<file path="config.mk">
export PLATFORM = sky130hd
export DESIGN_NAME = div_hilo_ctrl
export DESIGN_NICKNAME = d
export VERILOG_FILES = /design/src/rtl/div_pkg.sv /design/src/rtl/div_sign_fix.sv /design/src/rtl/div_hilo_ctrl.sv
export SDC_FILE = /design/constraint.sdc
export NUM_CORES = 1
export LEC_CHECK = 0
export BUFFER_PORTS_ARGS = -buffer_cell sky130_fd_sc_hd__buf_2
export CORE_MARGIN = 4
export CORE_UTILIZATION = 30
export CTS_CLUSTER_DIAMETER = 120
export DETAILED_ROUTE_END_ITERATION = 6
export PLACE_DENSITY = 0.58
export SYNTH_ARGS = -nofsm -noshare
export SYNTH_HDL_FRONTEND = slang
export SYNTH_SLANG_ARGS = --single-unit
</file>
<file path="constraint.sdc">
create_clock -name clock -period 2.4 [get_ports clock]
set_input_delay 0.36 -clock clock [delete_from_list [all_inputs] [get_ports clock]]
set_output_delay 0.36 -clock clock [all_outputs]
set_load 0.01 [all_outputs]
</file>
<file path="src/rtl/div_pkg.sv">
// Shared types and constants for the HI/LO divide sequencer.
// Optional stats counter is enabled with DIV_HILO_STATS_EN.
package div_pkg;

    localparam int DIV_WIDTH = 32;

    typedef enum logic [1:0] {
        IDLE  = 2'd0,
        WAIT  = 2'd1,
        WRITE = 2'd2
    } div_state_e;

    localparam logic [DIV_WIDTH-1:0] DBZ_QUOTIENT = '1;

endpackage

</file>
<file path="src/rtl/div_sign_fix.sv">
// Conditional two's-complement negate, modulo 2^WIDTH.
// Used for operand magnitudes and for signed result correction.
module div_sign_fix
    import div_pkg::*;
#(
    parameter int WIDTH = DIV_WIDTH
) (
    input  logic [WIDTH-1:0] value,
    input  logic             negate,
    output logic [WIDTH-1:0] result
);

    logic [WIDTH-1:0] neg_val;

    assign neg_val = '0 - value;
    assign result  = negate ? neg_val : value;

endmodule

</file>
<file path="src/rtl/div_hilo_ctrl.sv">
// Sequencer/writeback around a combinational restoring divider; writes HI/LO.
// Define DIV_HILO_STATS_EN to add the saturating div_count output.
module div_hilo_ctrl
    import div_pkg::*;
#(
    parameter int WIDTH         = DIV_WIDTH,
    parameter int SETTLE_CYCLES = 4
) (
    input  logic             clock,
    input  logic             clear_n,
    input  logic             start,
    input  logic             signed_op,
    input  logic [WIDTH-1:0] dividend,
    input  logic [WIDTH-1:0] divisor,
    output logic [WIDTH-1:0] div_q,
    output logic [WIDTH-1:0] div_m,
    input  logic [WIDTH-1:0] div_result,
    input  logic [WIDTH-1:0] div_remainder,
    output logic             busy,
    output logic             done,
    output logic             dbz,
`ifdef DIV_HILO_STATS_EN
    output logic [15:0]      div_count,
`endif
    output logic [WIDTH-1:0] hi,
    output logic [WIDTH-1:0] lo
);

    localparam int CW = (SETTLE_CYCLES > 1) ? $clog2(SETTLE_CYCLES) : 1;
    localparam logic [CW-1:0] CNT_LOAD = CW'(SETTLE_CYCLES - 1);

    div_state_e       state_q, state_d;
    logic [CW-1:0]    cnt_q, cnt_d;
    logic [WIDTH-1:0] div_q_q, div_q_d;
    logic [WIDTH-1:0] div_m_q, div_m_d;
    logic [WIDTH-1:0] dvd_q, dvd_d;
    logic             neg_q_q, neg_q_d;
    logic             neg_r_q, neg_r_d;
    logic             dbz_sel_q, dbz_sel_d;
    logic             busy_q, busy_d;
    logic             done_q, done_d;
    logic             dbz_q, dbz_d;
    logic [WIDTH-1:0] hi_q, hi_d;
    logic [WIDTH-1:0] lo_q, lo_d;

    logic [WIDTH-1:0] dvd_mag, dsr_mag, quo_fix, rem_fix;
    logic             dvd_neg, dsr_neg, dsr_zero;

    assign dvd_neg  = signed_op & dividend[WIDTH-1];
    assign dsr_neg  = signed_op & divisor[WIDTH-1];
    assign dsr_zero = (divisor == '0);

    div_sign_fix #(.WIDTH(WIDTH)) u_fix_dvd (
        .value (dividend),
        .negate(dvd_neg),
        .result(dvd_mag)
    );

    div_sign_fix #(.WIDTH(WIDTH)) u_fix_dsr (
        .value (divisor),
        .negate(dsr_neg),
        .result(dsr_mag)
    );

    div_sign_fix #(.WIDTH(WIDTH)) u_fix_quo (
        .value (div_result),
        .negate(neg_q_q),
        .result(quo_fix)
    );

    div_sign_fix #(.WIDTH(WIDTH)) u_fix_rem (
        .value (div_remainder),
        .negate(neg_r_q),
        .result(rem_fix)
    );

    always_comb begin
        state_d   = state_q;
        cnt_d     = cnt_q;
        div_q_d   = div_q_q;
        div_m_d   = div_m_q;
        dvd_d     = dvd_q;
        neg_q_d   = neg_q_q;
        neg_r_d   = neg_r_q;
        dbz_sel_d = dbz_sel_q;
        dbz_d     = dbz_q;
        hi_d      = hi_q;
        lo_d      = lo_q;
        done_d    = 1'b0;

        unique case (state_q)
            IDLE: begin
                if (start) begin
                    dvd_d     = dividend;
                    dbz_sel_d = dsr_zero;
                    if (dsr_zero) begin
                        state_d = WRITE;
                    end else begin
                        div_q_d = dvd_mag;
                        div_m_d = dsr_mag;
                        neg_q_d = dvd_neg ^ dsr_neg;
                        neg_r_d = dvd_neg;
                        cnt_d   = CNT_LOAD;
                        state_d = WAIT;
                    end
                end
            end
            WAIT: begin
                if (cnt_q == '0) begin
                    state_d = WRITE;
                end else begin
                    cnt_d = cnt_q - 1'b1;
                end
            end
            WRITE: begin
                done_d  = 1'b1;
                state_d = IDLE;
                if (dbz_sel_q) begin
                    lo_d  = {WIDTH{DBZ_QUOTIENT[0]}};
                    hi_d  = dvd_q;
                    dbz_d = 1'b1;
                end else begin
                    lo_d  = quo_fix;
                    hi_d  = rem_fix;
                    dbz_d = 1'b0;
                end
            end
            default: begin
                state_d = IDLE;
            end
        endcase

        busy_d = (state_d == WAIT);
    end

    always_ff @(posedge clock or negedge clear_n) begin
        if (!clear_n) begin
            state_q   <= IDLE;
            cnt_q     <= '0;
            div_q_q   <= '0;
            div_m_q   <= '0;
            dvd_q     <= '0;
            neg_q_q   <= 1'b0;
            neg_r_q   <= 1'b0;
            dbz_sel_q <= 1'b0;
            busy_q    <= 1'b0;
            done_q    <= 1'b0;
            dbz_q     <= 1'b0;
            hi_q      <= '0;
            lo_q      <= '0;
        end else begin
            state_q   <= state_d;
            cnt_q     <= cnt_d;
            div_q_q   <= div_q_d;
            div_m_q   <= div_m_d;
            dvd_q     <= dvd_d;
            neg_q_q   <= neg_q_d;
            neg_r_q   <= neg_r_d;
            dbz_sel_q <= dbz_sel_d;
            busy_q    <= busy_d;
            done_q    <= done_d;
            dbz_q     <= dbz_d;
            hi_q      <= hi_d;
            lo_q      <= lo_d;
        end
    end

`ifdef DIV_HILO_STATS_EN
    logic [15:0] cnt_ops_q, cnt_ops_d;

    always_comb begin
        cnt_ops_d = cnt_ops_q;
        if (done_d && cnt_ops_q != 16'hFFFF) begin
            cnt_ops_d = cnt_ops_q + 16'd1;
        end
    end

    always_ff @(posedge clock or negedge clear_n) begin
        if (!clear_n) begin
            cnt_ops_q <= '0;
        end else begin
            cnt_ops_q <= cnt_ops_d;
        end
    end

    assign div_count = cnt_ops_q;
`endif

    assign div_q = div_q_q;
    assign div_m = div_m_q;
    assign busy  = busy_q;
    assign done  = done_q;
    assign dbz   = dbz_q;
    assign hi    = hi_q;
    assign lo    = lo_q;

endmodule
</file>
==> results_dict.tcl <==
set metrics [dict create \
    cp.required_ns 2.72 \
    layout-drive-gt1-share_pct 33.3 \
    initial_utilization_pct 30.6 \
    crit_arrival_ns 2.38 \
    grt_pass1_wl_um 49100 \
    synth_cells 997 \
    finalCriticalPeriod_ns 2.07 \
    ys_ff_latch 170 \
    avgViaCountPerCell 5.12 \
    fmax_mhz 484 \
    drc 0 \
    timing.hold.ws_ns 0.199 \
    post-route-period-util_pct 86.0 \
    crit_path_max_fanout 9 \
    cts_tree "done" \
    clock-sinks 170 \
    post_cts_buffers 0 \
    die_h_um 185 \
    yosysWarnings 0 \
    rows 64 \
    clk_path_buf_depth 2 \
    grtUsageTotal_pct 18.1 \
    syn-cell-area_mm2 0.00942 \
    antenna_found_initial 3 \
    postSynth.asyncResetShare_pct 100 \
    synth_seq_area_share_pct 45.2 \
    outcome "finished, final reports clean" \
    max-slew-margin-rel_pct 44.4 \
    worstMarginPinSlew_ns 0.832 \
    die-area_mm2 0.0343 \
    firstDrtPassIters 5 \
    mostFrequentLayoutCell "buf_2" \
    seqCellArea_mm2 0.00425 \
    hold_class "input pin to register" \
    path_clk_slew_ns 0.07 \
    design.core.area_mm2 0.0307 \
    multi_input_area_mm2 0.00482 \
    cts_buffers 17 \
    clock_latency_ns 0.43 \
    portBuffers 262 \
    io_pins 263 \
    ys.flop_type "dfrtp_1" \
    crit_buf_inv 2 \
    clockRootBuffer "clkbuf_16" \
    drv_cap 0 \
    mostFrequentLayoutCells "buf_2, a21oi_1, dfrtp_1, nor2_1, buf_4" \
    clock_skew_ns 0.00871 \
    layout.nets 1417 \
    path_class "input pin to register" \
    vias 8655 \
    first_global_vias 8591 \
    n_fill_cell 3099 \
    path_cells "buf_2 > or4_1 > or4b_1 > buf_4 > o31ai_1 > xor2_1 > a21oi_1" \
    syn_area_per_cell_um2 9.45 \
    drtAntennaViolNets 0 \
    synth_edf_count 0 \
    dpl.hpwl_um 23200 \
    rsz0062_at_grt "false" \
    irDropWorstVdd_mv 0.562 \
    avgRoutedWirePerCell_um 18.7 \
    power_uw 13100 \
    cp_top_family "simple AND/OR/NAND/NOR gates" \
    drt-total-wl_um 31700 \
    initialDrtViolationCount 671 \
    endpoint_kind "register" \
    crit_slowest_cell "or4b_1" \
    powerDensity_mw_per_mm2 1080 \
    finalSetupViolCount 0 \
    critPathMaxStageDelay_ns 0.60 \
    cts_max_level 4 \
    cts_resized 0 \
    synth.distinct_cells 53 \
    cp-start-kind "input pin" \
    p_leak_uw 0.00519 \
    gr-total-overflow 0 \
    hold_violations 0 \
    gp_congestion 0.849 \
    grt_max_degree 58 \
    maxSlewViolCount 0 \
    area_growth_pct 29.0 \
    syn_nets 1134 \
    hold_buffers 1 \
    die_w_um 185 \
]
[flip-flops by register name, indices dropped and copies added, names as in the netlist, 2 cells and up]
register,flops
dvd_q,32
div_m,32
lo,32
state_q,2
cnt_q,2
div_q,32
hi,32
[cells by family (layout without fill, tap and decap cells)]
kind of cell | count (synthesis) | in the layout | share of synthesized area (%)
DFF | 170 | 170 | 45.2
AOI/OAI and AO/OA | 305 | 305 | 19.3
other | 0 | 3 | 0
xor gates and xnor gates | 105 | 105 | 9.76
adders and majority gates | 5 | 5 | 0.664
muxes | 49 | 49 | 5.71
buffers and inverters | 92 | 388 | 3.88
and+or+nand+nor | 271 | 271 | 15.6
[stage by stage]
stage	cell area (um^2)	setup TNS (ns)	setup WS [ns]	cells	util [%]
2_1_floorplan	9420	0	0.0860	997	-
3_3_place_gp	11600	-0.776	-0.0723	1656	37.6
3_5_place_dp	11600	-1.67	-0.0955	1656	37.6
4_1_cts	12100	0	0.364	1689	39.5
5_1_grt	12100	0	0.233	1691	39.5
6_report	12200	0	0.335	1692	39.5
[Yosys cell counts, types with 14 or more instances]
cell type  instances  share of area [%]
o21ai_0           39                2.1
xnor2_1           55                5.1
nand3_1           21                1.1
mux2i_1           14                1.5
nand2_1           39                1.6
or3_1             16                1.1
and3_1            18                1.2
a31oi_1           18                1.2
clkbuf_1          55                2.2
o31ai_1           31                2.5
nor2_1            76                3.0
a21oi_1          184                9.8
o41ai_1           16                1.5
xor2_1            50                4.6
or4_1             23                1.8
mux2_2            34                4.1
nor3_1            22                1.2
inv_1             21               0.84
dfrtp_1          170                 45
[final cells by class]
class | instances | share of cell area, %
Antenna cell | 3 | 0.0618
Inverter | 21 | 0.649
Sequential cell | 170 | 35.0
Tap cell | 396 | 4.08
Multi-Input combinational cell | 735 | 39.7
Clock buffer | 22 | 3.98
Timing Repair Buffer | 335 | 15.9
Clock inverter | 10 | 0.669
[final timing paths]
kind                         startpoint  depth (start not counted)   endpoint  slack (ns)
hold / removal               divisor[1]                          3   div_m[1]        0.20
setup / recovery           dividend[12]                          7  div_q[27]        0.33
min in group asynchronous       clear_n                          2     lo[16]        0.48
setup reg to reg             state_q[0]                          4   div_q[1]        0.60
max in group asynchronous       clear_n                          3   div_m[7]        1.18
hold reg to reg                   hi[0]                          2      hi[0]        0.47
[worst min-delay path: stages]
cell and delay (ns):
buf_2 0.11, nand2_1 0.05, a31oi_1 0.07
[power breakdown]
part | internal, uW | leakage, uW | switching (uW)
Sequential | 4250 | 0.00192 | 791
Combinational | 2350 | 0.00300 | 3030
Clock | 1450 | 0.000262 | 1250
Total | 8050 | 0.00519 | 5070
[layer usage]
layer | vias to the layer above | global-route usage (%) | part of all wire, %
li1 | 4192 | - | -
met1 | 4143 | 24.4 | 45
met2 | 277 | 28.8 | 47
met3 | 41 | 3.87 | 6.1
met4 | 2 | 6.64 | 2.3
met5 | - | 0 | 0.022
(Power assumes the default switching activity.)
